[config.mk]
export PLATFORM = sky130hd
export DESIGN_NAME = shift_chain_receiver
export DESIGN_NICKNAME = d
export VERILOG_FILES = /design/src/rtl/shift_chain_pkg.sv /design/src/rtl/shift_chain_edge_sync.sv /design/src/rtl/shift_chain_receiver.sv
export SDC_FILE = /design/constraint.sdc
export NUM_CORES = 1
export LEC_CHECK = 0
export ABC_AREA = 1
export CAP_MARGIN = 0
export CORE_ASPECT_RATIO = 1.1
export CORE_MARGIN = 1.5
export CORE_UTILIZATION = 43
export DETAILED_ROUTE_END_ITERATION = 7
export PLACE_DENSITY = 0.67
export SLEW_MARGIN = 20
export SYNTH_ARGS = -nofsm -noshare
export SYNTH_HDL_FRONTEND = slang
export SYNTH_SLANG_ARGS = --single-unit
[constraint.sdc]
create_clock -name i_clk -period 1.5 [get_ports i_clk]
set_input_delay 0.3 -clock i_clk [delete_from_list [all_inputs] [get_ports i_clk]]
set_output_delay 0.3 -clock i_clk [all_outputs]
set_load 0.005 [all_outputs]
[src/rtl/shift_chain_pkg.sv]
// Shared types and defaults for the shift-chain receiver.
package shift_chain_pkg;

    localparam int SYNC_STAGES  = 2;
    localparam int DEF_LANES    = 16;
    localparam int DEF_DEPTH    = 8;
    localparam int DEF_TIMEOUT  = 1024;
    localparam int DEF_PERIOD_W = 24;

    typedef enum logic [0:0] {
        IDLE     = 1'b0,
        SHIFTING = 1'b1
    } state_e;

endpackage

[src/rtl/shift_chain_edge_sync.sv]
// edge_sync: multi-stage synchroniser for one asynchronous pin plus rising-edge detect.
module edge_sync
    import shift_chain_pkg::*;
(
    input  logic i_clk,
    input  logic i_rst_n,
    input  logic i_async,
    output logic o_rise
);

    logic [SYNC_STAGES-1:0] sync_q;
    logic                   prev_q;

    // NOTE: sequential state uses non-blocking assignments so every stage samples the pre-edge value.
    always_ff @(posedge i_clk or negedge i_rst_n) begin
        if (!i_rst_n) begin
            sync_q <= '0;
            prev_q <= 1'b0;
        end else begin
            sync_q <= {sync_q[SYNC_STAGES-2:0], i_async};
            prev_q <= sync_q[SYNC_STAGES-1];
        end
    end

    assign o_rise = sync_q[SYNC_STAGES-1] & ~prev_q;

endmodule

[src/rtl/shift_chain_receiver.sv]
// shift_chain_receiver: oversamples a serial shift-register bus and deserialises each lane into a frame.
// Define SHIFT_CHAIN_STATS_EN to add o_frame_count / o_err_count statistics ports.
module shift_chain_receiver
    import shift_chain_pkg::*;
#(
    parameter int LANES    = DEF_LANES,
    parameter int DEPTH    = DEF_DEPTH,
    parameter int TIMEOUT  = DEF_TIMEOUT,
    parameter int PERIOD_W = DEF_PERIOD_W
) (
    input  logic                   i_clk,
    input  logic                   i_rst_n,
    input  logic [LANES-1:0]       i_channel,
    input  logic                   i_data_clk,
    input  logic                   i_latch,
    input  logic                   i_sync,
    output logic [LANES*DEPTH-1:0] o_frame,
    output logic                   o_valid,
    output logic                   o_frame_err,
    output logic                   o_sync_pulse,
`ifdef SHIFT_CHAIN_STATS_EN
    output logic [31:0]            o_frame_count,
    output logic [15:0]            o_err_count,
`endif
    output logic [PERIOD_W-1:0]    o_sync_period
);

    localparam int                CNT_W     = $clog2(2 * DEPTH + 1);
    localparam int                IDLE_W    = $clog2(TIMEOUT + 1);
    localparam logic [CNT_W-1:0]  CNT_MAX   = CNT_W'(2 * DEPTH);
    localparam logic [CNT_W-1:0]  CNT_FULL  = CNT_W'(DEPTH);
    localparam logic [IDLE_W-1:0] IDLE_LAST = IDLE_W'(TIMEOUT - 1);

    logic shift_ev, latch_ev, sync_ev, timeout_ev;

    logic [SYNC_STAGES*LANES-1:0] lane_chain_q;
    logic [LANES-1:0]             lane_bits;

    state_e                   state_q, state_d;
    logic [LANES*DEPTH-1:0]   shreg_q, shreg_d;
    logic [LANES*DEPTH-1:0]   frame_q, frame_d;
    logic [CNT_W-1:0]         bit_cnt_q, bit_cnt_d;
    logic [IDLE_W-1:0]        idle_cnt_q, idle_cnt_d;
    logic                     valid_q, valid_d;
    logic                     frame_err_q, frame_err_d;
    logic [PERIOD_W-1:0]      period_cnt_q, period_cnt_d;
    logic [PERIOD_W-1:0]      sync_period_q, sync_period_d;
    logic                     sync_pulse_q, sync_pulse_d;

    edge_sync u_data_clk_sync (.i_clk(i_clk), .i_rst_n(i_rst_n), .i_async(i_data_clk), .o_rise(shift_ev));
    edge_sync u_latch_sync    (.i_clk(i_clk), .i_rst_n(i_rst_n), .i_async(i_latch),    .o_rise(latch_ev));
    edge_sync u_sync_sync     (.i_clk(i_clk), .i_rst_n(i_rst_n), .i_async(i_sync),     .o_rise(sync_ev));

    // Lanes see the same number of stages as the edge detectors, so lane_bits is the value present at the shift edge.
    always_ff @(posedge i_clk or negedge i_rst_n) begin
        if (!i_rst_n) lane_chain_q <= '0;
        else          lane_chain_q <= {lane_chain_q[(SYNC_STAGES-1)*LANES-1:0], i_channel};
    end

    assign lane_bits  = lane_chain_q[SYNC_STAGES*LANES-1 -: LANES];
    assign timeout_ev = (state_q == SHIFTING) && !shift_ev && !latch_ev && (idle_cnt_q == IDLE_LAST);

    // NOTE: every always_comb output is assigned a default first, so no path can infer a latch.
    always_comb begin
        state_d     = state_q;
        shreg_d     = shreg_q;
        frame_d     = frame_q;
        bit_cnt_d   = bit_cnt_q;
        idle_cnt_d  = idle_cnt_q;
        valid_d     = 1'b0;
        frame_err_d = frame_err_q;

        if (shift_ev) begin
            for (int n = 0; n < LANES; n++) begin
                shreg_d[n*DEPTH +: DEPTH] = {shreg_q[n*DEPTH +: DEPTH-1], lane_bits[n]};
            end
            if (bit_cnt_q != CNT_MAX) bit_cnt_d = bit_cnt_q + 1'b1;
            idle_cnt_d = '0;
            state_d    = SHIFTING;
        end else if (state_q == SHIFTING) begin
            idle_cnt_d = idle_cnt_q + 1'b1;
        end

        // A coincident shift has already been folded into shreg_d / bit_cnt_d.
        if (latch_ev) begin
            frame_d     = shreg_d;
            valid_d     = 1'b1;
            frame_err_d = (bit_cnt_d != CNT_FULL);
            bit_cnt_d   = '0;
            idle_cnt_d  = '0;
            state_d     = IDLE;
        end else if (timeout_ev) begin
            frame_err_d = 1'b1;
            bit_cnt_d   = '0;
            idle_cnt_d  = '0;
            state_d     = IDLE;
        end
    end

    always_comb begin
        period_cnt_d  = (&period_cnt_q) ? period_cnt_q : period_cnt_q + 1'b1;
        sync_period_d = sync_period_q;
        sync_pulse_d  = sync_ev;
        if (sync_ev) begin
            sync_period_d = period_cnt_q;
            period_cnt_d  = PERIOD_W'(1);
        end
    end

    // NOTE: the lane shift registers are reset too, so a frame latched before any shift reads as zero.
    always_ff @(posedge i_clk or negedge i_rst_n) begin
        if (!i_rst_n) begin
            state_q       <= IDLE;
            shreg_q       <= '0;
            frame_q       <= '0;
            bit_cnt_q     <= '0;
            idle_cnt_q    <= '0;
            valid_q       <= 1'b0;
            frame_err_q   <= 1'b0;
            period_cnt_q  <= '0;
            sync_period_q <= '0;
            sync_pulse_q  <= 1'b0;
        end else begin
            state_q       <= state_d;
            shreg_q       <= shreg_d;
            frame_q       <= frame_d;
            bit_cnt_q     <= bit_cnt_d;
            idle_cnt_q    <= idle_cnt_d;
            valid_q       <= valid_d;
            frame_err_q   <= frame_err_d;
            period_cnt_q  <= period_cnt_d;
            sync_period_q <= sync_period_d;
            sync_pulse_q  <= sync_pulse_d;
        end
    end

    assign o_frame       = frame_q;
    assign o_valid       = valid_q;
    assign o_frame_err   = frame_err_q;
    assign o_sync_pulse  = sync_pulse_q;
    assign o_sync_period = sync_period_q;

`ifdef SHIFT_CHAIN_STATS_EN
    logic [31:0] frame_count_q, frame_count_d;
    logic [15:0] err_count_q, err_count_d;

    always_comb begin
        frame_count_d = frame_count_q;
        err_count_d   = err_count_q;
        if (latch_ev && !frame_err_d)              frame_count_d = frame_count_q + 32'd1;
        if ((latch_ev && frame_err_d) || timeout_ev) err_count_d = err_count_q + 16'd1;
    end

    always_ff @(posedge i_clk or negedge i_rst_n) begin
        if (!i_rst_n) begin
            frame_count_q <= '0;
            err_count_q   <= '0;
        end else begin
            frame_count_q <= frame_count_d;
            err_count_q   <= err_count_d;
        end
    end

    assign o_frame_count = frame_count_q;
    assign o_err_count   = err_count_q;
`endif

endmodule

==> metrics.md, run 1 <==
| Metric | Value |
|---|---|
| Outcome | `finished clean` |
| Crit end category | `primary output` |
| DR WL/cell | `14.95 um` |
| Htree depth | `2` |
| Cell taking the most area after synthesis | `dfrtp_1` |
| Via density | `5.047` |
| Worst Skew | `0.01476 ns` |
| Final setup fails | `0` |
| Leak | `8.983 nW` |
| I/O Buffers | `175` |
| Area Growth Syn to Fin | `31.72%` |
| CP delay by family, top | `flip-flops` |
| Clock Pin Slew Worst Setup and Hold Paths | `0.06 ns` |
| Initial antenna violation count | `0` |
| Sequential area share after synthesis | `65.47%` |
| TritonCTS Buffers | `38` |
| Synth top area share | `65.47%` |
| First-pass GRT wire length | `51170 um` |
| Vias in the first global route | `10448` |
| CP cell instances | `clkdlybuf4s15_1` |
| Hold_ws | `0.2033 ns` |
| Final hold vios | `0` |
| Dpl hpwl | `20780 um` |
| Routed wire length | `32430 um` |
| Syn_area_per_cell | `9.668 um2` |
| ANT cells | `0` |
| Largest net degree at the start of global routing | `71` |
| Synth top area cells | `dfrtp_1, nand2_1, a31oi_1` |
| Post-layout util | `57.22%` |
| Post-synth EDFFs | `0` |
| Register bit total from synthesis | `365` |
| DR vias | `10948` |
| Clock tree buffer depth | `3` |
| Die area | `0.03354 mm2` |
| Post-route minimum period | `1.467 ns` |
| Number of clock sinks | `365` |
| Mapped Cells | `1443` |
| Worst rel slew slack | `65.20%` |
| Total GRT Usage | `18.74%` |
| Worst skew pair latency | `0.53 ns` |
| I/O pins | `176` |
| First-pass detailed-route iteration total | `6` |
| Site Rows | `69` |
| Commonest cells in the netlist | `nand2_1, dfrtp_1, nor2_1, a31oi_1, inv_1` |
| Max FO, Critical Path | `2` |
| Yosys cell types | `34` |
| Period Utilization, post-route | `97.77%` |
| Crit Path Class | `reg2out` |
| Final total power | `24.92 mW` |
| Clk Tree Root Cell | `clkbuf_16` |
| WP data arrival | `1.17 ns` |
| Die Span Y | `191.9 um` |
| Maximum Capacitance Violations | `0` |
| Worst Setup Start Kind | `flop` |
| Nets | `1746` |
| Req. time, crit path | `1.20 ns` |
| Worst slew pin tran | `0.5220 ns` |
| Post-Synthesis Net Count | `1468` |
| Placed cell area | `0.01668 mm2` |
| RSZ-0062 raised after global routing | `true` |
| GP Congestion | `0.9222` |
| Grt ovf | `0` |
| Min-delay worst type | `in2reg` |
| P per Cell Area | `1356 mW/mm2` |
| CTS tree | `yes` |
| Slowest CP cell | `dfrtp_1` |
| Detailed Route Iter0 Violations | `739` |
| Top FF cell, synth | `dfrtp_1` |
| Layout cells sized above 1 | `13.77%` |
| Max Slew Vio Count | `0` |
| Die Wd | `174.7 um` |
| Residual DRC | `0` |
| Ys async rst share | `100.0%` |
| Maximum vdd drop | `932.6 uV` |
| Bufs and invs on worst path | `1` |
| Design area | `0.01838 mm2` |
| Initial Utilization | `43.44%` |
| Post-Syn Area | `0.01395 mm2` |
| Worst path max stage delay | `0.41 ns` |
| Core area | `0.03212 mm2` |
| Antenna-violating nets left | `0` |
| Fmax | `681.9 MHz` |
| Yosys synthesis warning count | `0` |
| Count leader, synth | `nand2_1` |
-- where the power goes --
group          switching (mW)  leakage, nW  total, mW  internal [mW]
Clock                    3.71        0.562       8.79           5.08
Sequential              0.860         4.58       12.1           11.3
Combinational            1.98         3.84       3.99           2.01
-- registers in the layout, summed over array words and instances, names as in the netlist --
signal,count
o_sync_pulse,1
state_q,1
o_valid,1
bit_cnt_q,5
u_sync_sync.prev_q,1
idle_cnt_q,11
shreg_q,128
u_latch_sync.sync_q,2
u_sync_sync.sync_q,2
period_cnt_q,24
u_data_clk_sync.prev_q,1
o_frame_err,1
o_frame,128
u_latch_sync.prev_q,1
lane_chain_q,32
u_data_clk_sync.sync_q,2
o_sync_period,24
-- path summary, 6_finish.rpt --
check,startpoint,endpoint,slack (ns),cells after the start
worst min-delay path,i_channel[5],lane_chain_q[5],0.20,1
min in group asynchronous,i_rst_n,o_sync_period[5],0.31,2
worst max-delay path,o_frame[119],o_frame[119],0.03,1
max in group asynchronous,i_rst_n,shreg_q[104],0.62,3
worst min register to register,lane_chain_q[2],lane_chain_q[18],0.34,0
worst max register to register,bit_cnt_q[1],o_frame_err,0.07,12
-- area by class of cell --
| type | count | area, um2 |
|---|---|---|
| fill | 2801 | 13740 |
| sequential | 365 | 9135 |
| multi-input combinational | 961 | 4383 |
| timing repair buffer | 303 | 2955 |
| clock buffer | 53 | 1057 |
| tap | 426 | 533.0 |
| inverter | 51 | 212.7 |
| clock inverter | 9 | 91.34 |
| timing repair inverter | 1 | 8.758 |
-- cell families (layout without fill, tap and decap cells) --
group                      after synthesis  count (layout)  share of synthesized area [%]
and+or+nand+nor                        771             772                          22.04
buffers and inverters                  118             417                          3.883
AOI/OAI and AO/OA                      180             180                          7.928
xor gates and xnor gates                 5               5                         0.3139
adders and majority gates                4               4                         0.3588
DFF                                    365             365                          65.47
-- through the flow --
stage,setup TNS (ns),setup slack (ns),std cells
global placement,0,0.04033,2046
global route,-0.1757,-0.05972,2169
detailed placement,0,0.01332,2046
floorplan,0,0.01923,1443
CTS,0,0.00009115,2135
finish,0,0.03343,2169
-- placed cells by master, fill, tap and decap left out, types with 35 or more instances in the layout --
cell	netlist	final
a31oi_1	126	126
buf_4	12	103
clkbuf_16	0	40
clkdlybuf4s15_1	0	121
dfrtp_1	365	364
inv_1	49	46
nand2_1	528	524
nand3_1	36	35
nor2_1	175	167
o21ai_0	38	36
-- metal layers --
layer / global-route usage, % / vias up / wire length (um)
met2: 31.21 / 267 / 16000
met3: 4.157 / 56 / 1806
met1: 24.23 / 5363 / 13920
met4: 6.542 / 0 / 710
met5: 0 / - / 0
li1: - / 5262 / -
-- timing repair --
action / CTS / global route
pin swaps: 1 / 2
endpoints found under the setup margin: 159 / 192
cloned: 0 / 4
hold endpoints to repair: 31 / 0
setup buffers: 26 / 30
gates resized for setup: 255 / 89
hold buffers: 1 / 0
Note: power is estimated with default switching activity, not from simulation.
==> run 2, diff against run 1 <==
--- a/config.mk
+++ b/config.mk
@@ -7,11 +7,12 @@
 export LEC_CHECK = 0
 export ABC_AREA = 1
 export CAP_MARGIN = 0
-export CORE_ASPECT_RATIO = 1.1
 export CORE_MARGIN = 1.5
 export CORE_UTILIZATION = 43
 export DETAILED_ROUTE_END_ITERATION = 7
 export PLACE_DENSITY = 0.67
+export REMOVE_ABC_BUFFERS = 1
+export SETUP_SLACK_MARGIN = 0.05
 export SLEW_MARGIN = 20
 export SYNTH_ARGS = -nofsm -noshare
 export SYNTH_HDL_FRONTEND = slang
==> run 2 against run 1 <==
  * Setup slack improved by 0.045 ns
  * Via count is 2.0% lower
  * Critical path type unchanged
  * Final cell count fell by 0.88%
  * First-iteration DRC count increased by 2.6%
  * Clock skew up 0.0013 ns
  * Die area barely moved
  * Clock power rose by 8.2%
  * Wire length grew 1.8%
  * Utilization hardly changed
  * Fmax grew 3.2%
==> metrics.md, run 2 (synthesized netlist as in run 1, its figures left out) <==
| Metric | Value |
|---|---|
| Storage cell area | `0.009139 mm2` |
| Max Slew Vio Count | `0` |
| Fmax | `703.5 MHz` |
| Final hold vios | `0` |
| Bufs and invs on worst path | `1` |
| RSZ-0062 raised after global routing | `true` |
| Final setup fails | `0` |
| Htree depth | `2` |
| Maximum vdd drop | `840.5 uV` |
| Outcome | `finished clean` |
| Placed Cells | `2010` |
| Dpl hpwl | `20990 um` |
| Die Wd | `183.1 um` |
| Routed wire length | `33010 um` |
| Metal3 WL | `1326 um` |
| Hold path startpoint | `i_channel[2]` |
| DR WL/cell | `15.35 um` |
| Max FO, Critical Path | `2` |
| Layout cells sized above 1 | `20.78%` |
| First-pass detailed-route iteration total | `5` |
| Area Growth Syn to Fin | `30.15%` |
| I/O Buffers | `175` |
| Layout Cells excl Fill | `2150` |
| R2r endpoint | `idle_cnt_q[9]` |
| Antenna-violating nets left | `0` |
| Largest net degree at the start of global routing | `71` |
| First-pass GRT wire length | `52700 um` |
| Reg2Reg Depth | `8` |
| Initial Utilization | `43.98%` |
| Initial antenna violation count | `0` |
| Grt ovf | `0` |
| Leak | `8.970 nW` |
| Worst rel slew slack | `78.62%` |
| Worst Setup Start Kind | `flop` |
| Total GRT Usage | `19.42%` |
| Die area | `0.03353 mm2` |
| Period Utilization, post-route | `94.76%` |
| Final total power | `25.54 mW` |
| I/O pins | `176` |
| Most frequent cells in the layout | `nand2_1, dfrtp_1, nor2_1, a31oi_1, buf_4` |
| Slowest CP cell | `dfrtp_1` |
| Residual DRC | `0` |
| Commonest non-fill, non-tap cell in the layout | `nand2_1` |
| Vias in the first global route | `10479` |
| Nets | `1742` |
| Maximum Capacitance Violations | `0` |
| Worst path max stage delay | `0.38 ns` |
| Die Span Y | `183.1 um` |
| Worst skew pair latency | `0.52 ns` |
| M1 WL | `14750 um` |
| P per Cell Area | `1407 mW/mm2` |
| Met2 wire len | `16210 um` |
| Detailed Route Iter0 Violations | `758` |
| Req. time, crit path | `1.20 ns` |
| Clock Pin Slew Worst Setup and Hold Paths | `0.06 ns` |
| TritonCTS Buffers | `38` |
| Core area | `0.03172 mm2` |
| Clock tree buffer depth | `3` |
| CP delay by family, top | `flip-flops` |
| Site Rows | `65` |
| DR top layer | `met4` |
| Worst Skew | `0.01605 ns` |
| Clk Tree Root Cell | `clkbuf_16` |
| Worst hold path endpoint | `lane_chain_q[2]` |
| Worst slew pin tran | `0.3207 ns` |
| WP data arrival | `1.12 ns` |
| RR Startpoint | `idle_cnt_q[1]` |
| Crit end category | `primary output` |
| GP Congestion | `0.8476` |
| CP cell instances | `clkdlybuf4s15_2` |
| Worst hold path depth | `1` |
| Fillers | `2735` |
| Combined area of the multi-input logic cells | `0.004467 mm2` |
| DR vias | `10728` |
| Min-delay worst type | `in2reg` |
| Reg2Reg Setup Slack | `0.08 ns` |
| Crit Path Class | `reg2out` |
| CTS tree | `yes` |
| Number of clock sinks | `365` |
| Via density | `4.990` |
| Post-route minimum period | `1.421 ns` |
## run 2: metal layers
| layer | GRT usage, % | up-vias |
|---|---|---|
| met4 | 5.672 | 0 |
| met1 | 26.68 | 5210 |
| met3 | 3.276 | 52 |
| li1 | - | 5262 |
| met5 | 0 | - |
| met2 | 31.88 | 204 |
## run 2: what timing repair did
action	in CTS	in global routing
hold buffers	1	0
gates cloned	0	5
hold endpoints to repair	162	0
setup endpoints to repair	172	229
pin swaps	0	14
resized for setup	399	138
buffers inserted	34	29
## run 2: how the worst max path moves through the flow
stage	start	endpoint	cells after the start
2_1_floorplan	u_data_clk_sync.sync_q[1]	o_frame_err	6
3_3_place_gp	period_cnt_q[0]	period_cnt_q[7]	8
3_5_place_dp	period_cnt_q[0]	period_cnt_q[7]	8
4_1_cts	o_frame[27]	o_frame[27]	1
5_1_grt	idle_cnt_q[1]	idle_cnt_q[1]	8
6_report	o_frame[1]	o_frame[1]	1
## run 2: area by class of cell
| type | count | share of cell area (%) |
|---|---|---|
| flip-flops and latches | 365 | 50.33 |
| multi-input cells | 961 | 24.60 |
| repair buffers | 300 | 14.04 |
| clock buffers | 57 | 6.181 |
| well taps | 402 | 2.770 |
| inverters | 51 | 1.165 |
| clock inverters | 13 | 0.9027 |
| diodes | 1 | 0.01378 |
## run 2: power by group
| part | switching [mW] | internal [mW] |
|---|---|---|
| clock network | 3.78 | 5.72 |
| logic | 2.00 | 1.87 |
| registers | 0.878 | 11.3 |
## run 2: stage by stage
step | util, % | hold slack, ns | TNS (ns) | cell area, um2 | setup WS (ns)
after floorplan | - | 0.004409 | -1227.47 | 13600 | -4.943
after global placement | 52.08 | 0.1986 | 0 | 16520 | 0.02836
after detailed placement | 52.08 | 0.1952 | -0.1071 | 16520 | -0.02625
after CTS | 56.33 | 0.1907 | 0 | 17870 | 0.006456
after global routing | 57.24 | 0.2007 | 0 | 18150 | 0.007431
final | 57.25 | 0.2155 | 0 | 18160 | 0.07863
